`src/rtl/gate_bank_sweep.sv`:
```
// gate_bank_sweep: registered 3-input gate bank with valid/ready output slot
// and a self-sweep mode that walks every {a,b,c} pattern into a signature.
`default_nettype none

module gate_bank_sweep #(
  parameter int WIDTH = 4,
  parameter int CW    = 3 * WIDTH
) (
  input  logic                 clk,
  input  logic                 rst,
  input  logic                 mode,
  input  logic                 start,
  input  logic                 in_valid,
  output logic                 in_ready,
  input  logic [WIDTH-1:0]     a,
  input  logic [WIDTH-1:0]     b,
  input  logic [WIDTH-1:0]     c,
  output logic                 out_valid,
  input  logic                 out_ready,
  output logic [7*WIDTH-1:0]   y,
  output logic                 out_last,
  output logic                 sweep_done,
  output logic [7*WIDTH-1:0]   sig
);

  localparam int YW = 7 * WIDTH;

  typedef enum logic [1:0] {
    IDLE  = 2'd0,
    SWEEP = 2'd1,
    DRAIN = 2'd2,
    DONE  = 2'd3
  } state_t;

  state_t            state;
  state_t            state_nx;
  logic [CW-1:0]     cnt;
  logic [WIDTH-1:0]  op_a;
  logic [WIDTH-1:0]  op_b;
  logic [WIDTH-1:0]  op_c;
  logic [WIDTH-1:0]  g_and;
  logic [WIDTH-1:0]  g_or;
  logic [WIDTH-1:0]  g_xor;
  logic [YW-1:0]     y_nx;
  logic              slot_free;
  logic              ext_load;
  logic              sweep_load;
  logic              load;
  logic              consume;
  logic              cnt_last;
  logic              sweep_start;
  logic              sig_active;

  always_comb begin
    slot_free   = !out_valid || out_ready;
    in_ready    = slot_free && (state == IDLE) && !mode;
    ext_load    = in_valid && in_ready;
    sweep_load  = (state == SWEEP) && slot_free;
    load        = ext_load || sweep_load;
    consume     = out_valid && out_ready;
    cnt_last    = &cnt;
    sweep_start = ((state == IDLE) || (state == DONE)) && start && mode;
    sig_active  = (state == SWEEP) || (state == DRAIN);
    sweep_done  = (state == DONE);
  end

  // Operand source: the sweep counter supplies {a,b,c} while sweeping.
  always_comb begin
    if (state == SWEEP) begin
      op_a = cnt[CW-1:2*WIDTH];
      op_b = cnt[2*WIDTH-1:WIDTH];
      op_c = cnt[WIDTH-1:0];
    end else begin
      op_a = a;
      op_b = b;
      op_c = c;
    end
    g_and = op_a & op_b & op_c;
    g_or  = op_a | op_b | op_c;
    g_xor = op_a ^ op_b ^ op_c;
    y_nx  = {~op_a, ~g_xor, g_xor, ~g_or, ~g_and, g_or, g_and};
  end

  always_comb begin
    state_nx = state;
    case (state)
      IDLE:    if (sweep_start) state_nx = SWEEP;
      SWEEP:   if (sweep_load && cnt_last) state_nx = DRAIN;
      DRAIN:   if (consume) state_nx = DONE;
      DONE: begin
        if (sweep_start) state_nx = SWEEP;
        else if (!mode)  state_nx = IDLE;
      end
      default: state_nx = IDLE;
    endcase
  end

  always_ff @(posedge clk or posedge rst) begin
    if (rst) begin
      state     <= IDLE;
      cnt       <= '0;
      y         <= '0;
      sig       <= '0;
      out_valid <= 1'b0;
      out_last  <= 1'b0;
    end else begin
      state <= state_nx;

      if (sweep_start) begin
        cnt <= '0;
        sig <= '0;
      end else begin
        if (sweep_load) cnt <= cnt + CW'(1);
        if (consume && sig_active) sig <= {sig[YW-2:0], sig[YW-1]} ^ y;
      end

      // A load wins over a consume so the slot refills without a bubble.
      if (load) begin
        y         <= y_nx;
        out_valid <= 1'b1;
        out_last  <= sweep_load && cnt_last;
      end else if (consume) begin
        out_valid <= 1'b0;
        out_last  <= 1'b0;
      end
    end
  end

endmodule

`default_nettype wire
```
`config.mk`:
```
export PLATFORM = sky130hd
export DESIGN_NAME = gate_bank_sweep
export DESIGN_NICKNAME = d
export VERILOG_FILES = /design/src/rtl/gate_bank_sweep.sv
export SDC_FILE = /design/constraint.sdc
export NUM_CORES = 1
export LEC_CHECK = 0
export ABC_AREA = 1
export CORE_MARGIN = 2
export CORE_UTILIZATION = 45
export DETAILED_ROUTE_END_ITERATION = 8
export PLACE_DENSITY_LB_ADDON = 0.15
export SLEW_MARGIN = 20
export SYNTH_ARGS = -nofsm -noshare
export SYNTH_HDL_FRONTEND = slang
export SYNTH_SLANG_ARGS = --single-unit
```
`constraint.sdc`:
```
create_clock -name clk -period 4.17 [get_ports clk]
set_input_delay 0.834 -clock clk [delete_from_list [all_inputs] [get_ports clk]]
set_output_delay 0.834 -clock clk [all_outputs]
set_load 0.05 [all_outputs]
```
==> metrics.md, run 1 <==
| Metric | Value |
|---|---|
| Detail Route met2 WL | `3986 um` |
| Gr usage total | `0.2046` |
| Post-synth EDFFs | `0` |
| Crit path required time | `roughly 3.3 ns` |
| Via count | `around 3000` |
| Clk buf depth | `2` |
| Hpwl dp | `between 6000 and 7000 um` |
| Sequential area share after synthesis | `0.4806` |
| Share of cells above drive strength 1 | `0.07692` |
| Remaining Overflow, GRT | `0` |
| Hold_sp | `sig[16]` |
| Main synth FF type | `dfrtp_1` |
| Minimum clock period | `3.159 ns` |
| Type of the worst setup path | `in -> out` |
| Period utilization | `0.7575` |
| GPL Wtd Cong | `between 0.9 and 1` |
| Max Freq | `approximately 320 MHz` |
| First-pass GRT wire length | `between 10000 and 15000 um` |
| Worst-Skew Late Latency | `about 0.34 ns` |
| Rows | `33` |
| Post-Syn Nets | `around 460` |
| RR Startpoint | `state[1]` |
| Initial antenna violation count | `0` |
| Worst Tran Pin Value | `around 0.75 ns` |
| CTS tree | `built` |
| Status | `completed` |
| Dpl cells | `596` |
| Worst Path Arrival | `2.32 ns` |
| Final Max Slew Viols | `0` |
| Ys Warns | `0` |
| H-tree levels | `3` |
| Yosys cell types | `26` |
| Power Dens Cells | `just under 800 mW/mm^2` |
| Sequential power share | `0.325` |
| P&R area growth vs syn | `28.10%` |
| RSZ-0062 raised after global routing | `no` |
| Register bit count reported by yosys | `72` |
| Sink Count | `72` |
| Asr flop ratio synth | `1.000` |
| Rel. slew slack | `0.4989` |
| Fin cells | `a little over 600` |
| CTS root buf | `clkbuf_8` |
| Max cap viols | `0` |
| Final instance area | `0.004802 sq mm` |
| Initial Util | `0.4609` |
| Hold-fix buffers at CTS | `0` |
| WL final | `8395 um` |
| Die Area | `between 0.009 and 0.01 sq mm` |
| Crit path from | `mode` |
| Detailed Routing Iterations Pass 1 | `4` |
| Vias per cell | `a little under 5` |
| Largest net degree at the start of global routing | `57` |
| IO Count | `78` |
| Synthesized instance count | `426` |
| Antenna Nets Post-Route | `0` |
| DRT met1 WL | `3938 um` |
| Syn avg cell area | `8.800 sq um` |
| Min Hold Slack | `about 0.53 ns` |
| Crit path capture type | `output pin` |
| Mapped Area | `0.003749 sq mm` |
| Post-CTS setup buffer count | `0` |
| Min-Delay Path Class | `reg -> reg` |
| Total power | `between 3000 and 4000 uW` |
| CORE AREA | `approximately 0.0081 sq mm` |
| Fin. Hold Viols | `0` |
| Comb pwr share | `0.511` |
| Die Wd | `95.27 um` |
| N_diodes | `0` |
| Vias in the first global route | `roughly 2900` |
| Startpoint types | `input pin` |
| Max IR drop VDD | `~0.28 mV` |
| DRC viols | `0` |
| Final Setup Violations | `0` |
| Highest metal used | `met4` |
| Switching share of power | `0.4685` |
| Clk pin slew, worst setup/hold paths | `0.08 ns` |
| Pint | `2003 uW` |
| DIE HEIGHT | `roughly 95 um` |
| Clock power frac | `0.163` |
| Count of input and output buffers | `77` |
| Layout fillers | `between 700 and 800` |
| Setup_tns | `0 ns` |
| Psw | `about 1800 uW` |
| Metal3 WL | `395 um` |
| Critical-path maximum fanout | `4` |
| Number of buffers created by CTS | `9` |
| Iteration-0 DRC Markers | `95` |
| LEAKAGE | `roughly 0.0023 uW` |
| Clock skew | `about 0.0097 ns` |
| DR WL/cell | `between 10 and 15 um` |
| Nets@finish | `between 500 and 600` |
| DP Area | `between 0.004 and 0.005 sq mm` |
| Post-CTS sizing | `0` |
==> through the flow <==
step | setup WS, ns | util
global route | 0.9094 | 0.5904
detailed placement | 1.002 | 0.5636
CTS | 1.002 | 0.5904
global placement | 1.013 | 0.5636
floorplan | 1.511 | -
finish | 1.011 | 0.5904
==> state kept, by name (all words and copies together) (netlist names) <==
name	cells
out_valid	1
state	2
y	28
cnt	12
out_last	1
sig	28
==> layout by cell type (no fill, tap or decap) <==
master	instances
o21a_1	12
buf_4	4
clkbuf_8	9
nand2_1	137
clkinv_2	1
clkinvlp_4	1
inv_1	37
o31ai_2	12
xor2_1	1
a21oi_1	4
o21ai_0	17
nand4_1	8
nand2_2	3
o21ai_1	5
o31ai_1	16
ha_1	13
nor2_1	20
inv_6	2
inv_2	2
clkdlybuf4s50_1	77
nor3b_1	1
xnor2_1	31
bufinv_16	2
clkbuf_1	1
a31oi_1	1
dfrtp_1	72
nor2_2	2
nand3_1	12
nor2_4	1
nor3_1	3
==> Yosys cell counts (2+ instances only) <==
cell,number,area (sq um)
o31ai_1,16,120.1
nor2_1,21,78.83
buf_4,3,22.52
nand2_1,137,514.2
buf_6,3,33.78
ha_1,13,162.7
nor2_2,2,12.51
o31ai_2,12,150.1
a21oi_1,4,20.02
nor3_1,3,15.01
dfrtp_1,72,1802
nand2_2,3,18.77
nand4_1,8,50.05
inv_1,38,142.6
buf_2,8,40.04
nand3_1,12,60.06
o21a_1,12,90.09
o21ai_0,17,85.08
o21ai_1,5,25.02
xnor2_1,31,271.5
==> per-layer routing <==
| layer | vias up | GRT usage |
|---|---|---|
| li1 | 1530 | - |
| met1 | 1438 | 0.2796 |
| met2 | 65 | 0.3345 |
| met3 | 4 | 0.03636 |
| met4 | 0 | 0.05797 |
| met5 | - | 0 |
==> cells by family (layout without fill, tap and decap cells) <==
| logic type | after synthesis | after routing | share of synthesized area |
|---|---|---|---|
| AO/OA/AOI/OAI | 67 | 67 | 0.1325 |
| XOR/XNOR | 32 | 32 | 0.07477 |
| adder cells (fa/ha/maj) | 13 | 13 | 0.04339 |
| buffers and inverters | 55 | 136 | 0.06675 |
| flip-flops | 72 | 72 | 0.4806 |
| AND/OR/NAND/NOR | 187 | 187 | 0.2019 |
==> worst paths after layout <==
path,to,slack (ns),cells past startpoint
setup / recovery,in_ready,1.01,5
hold / removal,sig[16],0.53,2
setup reg to reg,y[16],1.69,7
hold reg to reg,sig[16],0.53,2
max in group asynchronous,y[5],2.57,3
min in group asynchronous,cnt[5],0.85,2
==> cell type report <==
class / count / area, sq um / share of cell area
flip-flops and latches: 72 / 1802 / 0.3752
multi-input cells: 299 / 1704 / 0.3549
repair buffers: 81 / 800.8 / 0.1668
inverters: 39 / 146.4 / 0.03048
well taps: 105 / 131.4 / 0.02736
clock buffers: 10 / 127.6 / 0.02658
clock inverters: 6 / 90.09 / 0.01876
==> critical path, stage by stage <==
cell and delay (ns):
clkdlybuf4s50_1 0.45, inv_1 0.07, nand2_1 0.05, nor2_2 0.11
clkdlybuf4s50_1 0.80
==> power groups by stage <==
stage	combinational (uW)	clock, uW	sequential (uW)
4_1_cts	1940	621	1230
3_3_place_gp	1910	0	1240
5_1_grt	2080	662	1270
2_1_floorplan	659	0	1910
3_5_place_dp	1930	0	1240
6_report	1930	615	1230
Power figures use the tool's default switching activity.
==> run 2: changes to the inputs <==
==> constraint.sdc (replaced) <==
create_clock -name clk -period 2.83 [get_ports clk]
set_input_delay 0.566 -clock clk [delete_from_list [all_inputs] [get_ports clk]]
set_output_delay 0.566 -clock clk [all_outputs]
set_load 0.05 [all_outputs]
==> run 2 against run 1 <==
- critical endpoint is now sweep_done
- register-to-register slack worse by 0.89 ns
- largest power group unchanged
- first-iteration DRC count shrank 8.4%
- clock skew rose by 0.0022 ns
- global-route usage decreased by 0.088 points
==> metrics.md, run 2 (synthesis results as in run 1) <==
| Metric | Value |
|---|---|
| Status | `completed` |
| Clock power frac | `0.175` |
| Sequential power share | `0.324` |
| Max cap viols | `0` |
| N_diodes | `0` |
| Detailed Routing Iterations Pass 1 | `4` |
| Largest registers | `sig (28), y (28), cnt (12)` |
| Clk pin slew, worst setup/hold paths | `0.08 ns` |
| Gr usage total | `0.2037` |
| Total power | `around 5600 uW` |
| Max Freq | `roughly 430 MHz` |
| P&R area growth vs syn | `29.67%` |
| Comb pwr share | `0.502` |
| Startpoint types | `flop` |
| DIE HEIGHT | `between 90 and 100 um` |
| Worst-Skew Late Latency | `approximately 0.34 ns` |
| First-pass GRT wire length | `around 14000 um` |
| Min-Delay Path Class | `reg -> reg` |
| Most frequent cells in the layout | `137 x nand2_1, 76 x clkdlybuf4s50_1, 72 x dfrtp_1` |
| Remaining Overflow, GRT | `0` |
| Crit path from | `state[0]` |
| CORE AREA | `0.008134 sq mm` |
| Initial Util | `0.4609` |
| Pre-CTS setup slack | `roughly 0.64 ns` |
| CTS tree | `built` |
| Commonest non-fill, non-tap cell in the layout | `nand2_1` |
| Initial antenna violation count | `0` |
| Critical-path maximum fanout | `5` |
| WL final | `~8400 um` |
| IO Count | `78` |
| Crit path capture type | `output pin` |
| Worst Path Arrival | `1.77 ns` |
| DRC viols | `0` |
| PnR worst setup slack | `just under 0.5 ns` |
| LEAKAGE | `roughly 0.0023 uW` |
| Vias in the first global route | `between 2000 and 3000` |
| Rel. slew slack | `0.5994` |
| Share of cells above drive strength 1 | `0.08431` |
| Min Hold Slack | `between 0.5 and 0.6 ns` |
| Final Max Slew Viols | `0` |
| Crit path capture | `sweep_done` |
| Type of the worst setup path | `reg -> out` |
| Clock skew | `between 0.01 and 0.015 ns` |
| Via count | `approximately 3100` |
| Switching share of power | `0.4598` |
| Worst Tran Pin Value | `approximately 0.6 ns` |
| Psw | `between 2000 and 3000 uW` |
| Iteration-0 DRC Markers | `87` |
| Reg2Reg Depth | `8` |
| Post-CTS sizing | `0` |
| Sink Count | `just over 70` |
| Setup slack, reg-to-reg | `approximately 0.80 ns` |
| Fin. Hold Viols | `0` |
| Largest net degree at the start of global routing | `between 50 and 60` |
| Die Area | `~0.0091 sq mm` |
| Nets@finish | `approximately 540` |
| RSZ-0062 raised after global routing | `no` |
| Max IR drop VDD | `0.4474 mV` |
| GPL Wtd Cong | `about 0.9` |
| Clk buf depth | `2` |
| Hold-fix buffers at CTS | `0` |
| Power Dens Cells | `roughly 1200 mW/mm^2` |
| Die Wd | `roughly 95 um` |
| Count of input and output buffers | `77` |
| RR Startpoint | `state[1]` |
| Hpwl dp | `about 6300 um` |
| Setup_tns | `0 ns` |
| Number of buffers created by CTS | `9` |
| Vias per cell | `5.033` |
| Rows | `33` |
| Antenna Nets Post-Route | `0` |
| CTS root buf | `clkbuf_8` |
| H-tree levels | `3` |
| DR WL/cell | `about 14 um` |
| Final Setup Violations | `0` |
| Minimum clock period | `approximately 2.3 ns` |
| Crit path required time | `about 2.3 ns` |
| Period utilization | `0.8270` |
| RR Endpoint | `y[19]` |
| Pint | `a little over 3000 uW` |
| Post-CTS setup buffer count | `0` |
-- run 2: cell types whose count changed in the layout (fill, tap and decap cells not counted), sizes merged --
cell and change:
clkinvlp -1, inv -1, bufinv +1, buf +4
clkinv +1, clkdlybuf4s50 -1
-- run 2: layout make-up --
class / instances / area, sq um
multi-input combinational: 299 / 1704
inverter: 39 / 146.4
clock buffer: 10 / 127.6
tap: 105 / 131.4
clock inverter: 6 / 116.4
fill: 734 / 3273
timing repair buffer: 84 / 833.3
sequential: 72 / 1802
-- run 2: worst max-delay path: stages (launching register included) --
cell and delay (ns):
dfrtp_1 0.42, ha_1 0.21, clkdlybuf4s50_1 0.81
-- run 2: worst min-delay path by stage --
stage            start      end  slack [ns]  cells past startpoint
3_5_place_dp    sig[7]   sig[7]        0.52                      2
2_1_floorplan  cnt[10]  cnt[10]        0.49                      2
3_3_place_gp   sig[17]  sig[17]        0.51                      2
6_report        sig[3]   sig[3]        0.53                      2
5_1_grt        sig[13]  sig[13]        0.56                      2
4_1_cts         sig[7]   sig[7]        0.54                      2
-- run 2: per-stage QoR --
| step | utilization | cells | instance area [sq um] |
|---|---|---|---|
| after global placement | 0.5676 | 599 | 4617 |
| after global routing | 0.5976 | 615 | 4861 |
| final | 0.5976 | 615 | 4861 |
| after detailed placement | 0.5676 | 599 | 4617 |
| after CTS | 0.5976 | 615 | 4861 |
| after floorplan | - | 426 | 3749 |
-- run 2: power groups by stage --
| stage | registers [uW] | logic, uW | clock network, uW |
|---|---|---|---|
| 6_report | 1820 | 2830 | 984 |
| 3_5_place_dp | 1850 | 2840 | 0 |
| 3_3_place_gp | 1840 | 2800 | 0 |
| 2_1_floorplan | 2810 | 971 | 0 |
| 4_1_cts | 1830 | 2850 | 1010 |
| 5_1_grt | 1890 | 3050 | 1050 |
-- run 2: per-layer routing --
metal  global-route usage  vias to the layer above  part of all wire
met1               0.2672                     1462              0.45
met3              0.05059                        5             0.050
met4              0.03502                        0            0.0062
met2               0.3462                       87              0.49
li1                     -                     1541                 -
met5                    0                        -                 0
==> run 3: changes to the inputs <==
==> constraint.sdc (replaced) <==
create_clock -name clk -period 2.3 [get_ports clk]
set_input_delay 0.46 -clock clk [delete_from_list [all_inputs] [get_ports clk]]
set_output_delay 0.46 -clock clk [all_outputs]
set_load 0.05 [all_outputs]
==> run 3 against run 2 <==
- routed wire length rose by 0.90%
- clock power shrank 0.7%
- first-iteration DRC count grew 25%
- count of clock-buffer cells in the layout is 1 higher
- hold slack got worse by 0.027 ns
- flip-flop and latch count did not move
- sequential power rose by 24%
- critical path depth is 1 lower
- global-route usage grew 0.22 points
- largest cell class unchanged
==> metrics.md, run 3 (synthesis results as in run 1) <==
| Metric | Value |
|---|---|
| DP Area | `0.004659 sq mm` |
| RR Startpoint | `state[1]` |
| IO Count | `78` |
| Vias per cell | `approximately 5` |
| Startpoint types | `flop` |
| Die Wd | `~95 um` |
| First-pass GRT wire length | `14280 um` |
| CORE AREA | `~0.0081 sq mm` |
| Iteration-0 DRC Markers | `109` |
| RSZ-0062 raised after global routing | `no` |
| Via count | `around 3000` |
| Rows | `33` |
| Clock skew | `slightly above 0.008 ns` |
| P&R area growth vs syn | `29.34%` |
| Period utilization | `0.9074` |
| Clk buf depth | `2` |
| Bufs and invs on worst path | `1` |
| Count of input and output buffers | `77` |
| Reg2Reg Depth | `8` |
| Detailed Routing Iterations Pass 1 | `5` |
| Dpl cells | `600` |
| Setup_tns | `0 ns` |
| Worst Tran Pin Value | `about 0.5 ns` |
| Final core occ | `0.5961` |
| CP delay by family, top | `buffers and inverters` |
| Vias in the first global route | `just under 3000` |
| Most frequent cells in the layout | `137 x nand2_1, 75 x clkdlybuf4s50_1, 72 x dfrtp_1` |
| Post-CTS setup buffer count | `0` |
| Setup slack, reg-to-reg | `0.22 ns` |
| Worst-Skew Late Latency | `~0.34 ns` |
| N_diodes | `0` |
| Worst Path Arrival | `1.63 ns` |
| CTS root buf | `clkbuf_8` |
| Critical-path cell list | `clkdlybuf4s50_1` |
| Post-CTS sizing | `0` |
| Remaining Overflow, GRT | `0` |
| Rel. slew slack | `0.6589` |
| Max cap viols | `0` |
| Clk pin slew, worst setup/hold paths | `~0.070 ns` |
| Final Max Slew Viols | `0` |
| GPL Wtd Cong | `0.8961` |
| Nets@finish | `about 540` |
| Initial Util | `0.4609` |
| Crit path capture type | `output pin` |
| Max IR drop VDD | `a little over 0.5 mV` |
| Sink Count | `72` |
| Fin. Hold Viols | `0` |
| Initial antenna violation count | `0` |
| Commonest non-fill, non-tap cell in the layout | `nand2_1` |
| Antenna Nets Post-Route | `0` |
| LEAKAGE | `roughly 0.0023 uW` |
| DR WL/cell | `around 14 um` |
| Hpwl dp | `~6200 um` |
| Share of cells above drive strength 1 | `0.08611` |
| Number of buffers created by CTS | `9` |
| Minimum clock period | `2.087 ns` |
| Status | `completed` |
| Crit path required time | `1.84 ns` |
| H-tree levels | `3` |
| Final instance area | `just under 0.005 sq mm` |
| Hold-fix buffers at CTS | `0` |
| Power Dens Cells | `approximately 1400 mW/mm^2` |
| Critical-path maximum fanout | `3` |
| Fin cells | `616` |
| Max Freq | `approximately 480 MHz` |
| Largest net degree at the start of global routing | `73` |
| Type of the worst setup path | `reg -> out` |
| Slowest cell on the critical path | `clkdlybuf4s50_1` |
| Final Setup Violations | `0` |
| RR Endpoint | `y[19]` |
| Gr usage total | `0.2058` |
| DIE HEIGHT | `95.27 um` |
| Die Area | `around 0.0091 sq mm` |
| Crit-path max cell delay | `about 0.84 ns` |
| CTS tree | `built` |
| Largest registers | `sig (28), y (28), cnt (12)` |
| Total power | `6704 uW` |
| WL final | `8476 um` |
| DRC viols | `0` |
| Min-Delay Path Class | `in -> async` |
## run 3: cell types whose count changed in the layout (fill, tap and decap cells not counted)
cell,before,now
clkinv_2,0,2
bufinv_16,3,1
buf_12,1,4
inv_6,1,0
clkbuf_1,1,2
clkdlybuf4s50_1,76,75
buf_4,7,6
## run 3: where the power goes
part / total, uW / internal (uW) / switching, uW
sequential: 2250 / 1720 / 529
combinational: 3480 / 1300 / 2180
clock: 977 / 502 / 475
## run 3: worst max-delay path by stage
stage | end | depth (start not counted) | from | slack (ns)
2_1_floorplan | cnt[0] | 1 | rst | 0.02
3_3_place_gp | y[18] | 8 | b[2] | 0.26
3_5_place_dp | y[19] | 8 | b[3] | 0.20
4_1_cts | y[12] | 1 | y[12] | 0.18
5_1_grt | y[17] | 8 | state[1] | 0.06
6_report | y[12] | 1 | y[12] | 0.21
## run 3: area by class of cell
| cell class | count | area, sq um |
|---|---|---|
| fillers | 743 | 3286 |
| inverters | 39 | 146.4 |
| flip-flops and latches | 72 | 1802 |
| multi-input cells | 299 | 1704 |
| well taps | 105 | 131.4 |
| clock inverters | 5 | 57.56 |
| repair buffers | 85 | 875.8 |
| clock buffers | 11 | 131.4 |
## run 3: per-layer routing
| metal | track usage | up-vias | part of all wire |
|---|---|---|---|
| li1 | - | 1542 | - |
| met1 | 0.2754 | 1450 | 0.45 |
| met2 | 0.3357 | 74 | 0.49 |
| met3 | 0.02925 | 13 | 0.040 |
| met4 | 0.08575 | 0 | 0.019 |
| met5 | 0 | - | 0 |
## run 3: stage by stage
step | setup WS (ns) | hold WS (ns)
after detailed placement | 0.2047 | 0.5143
after global routing | 0.05883 | 0.5584
after floorplan | 0.01508 | 0.4927
after CTS | 0.1838 | 0.5210
after global placement | 0.2588 | 0.5074
final | 0.2130 | 0.5037
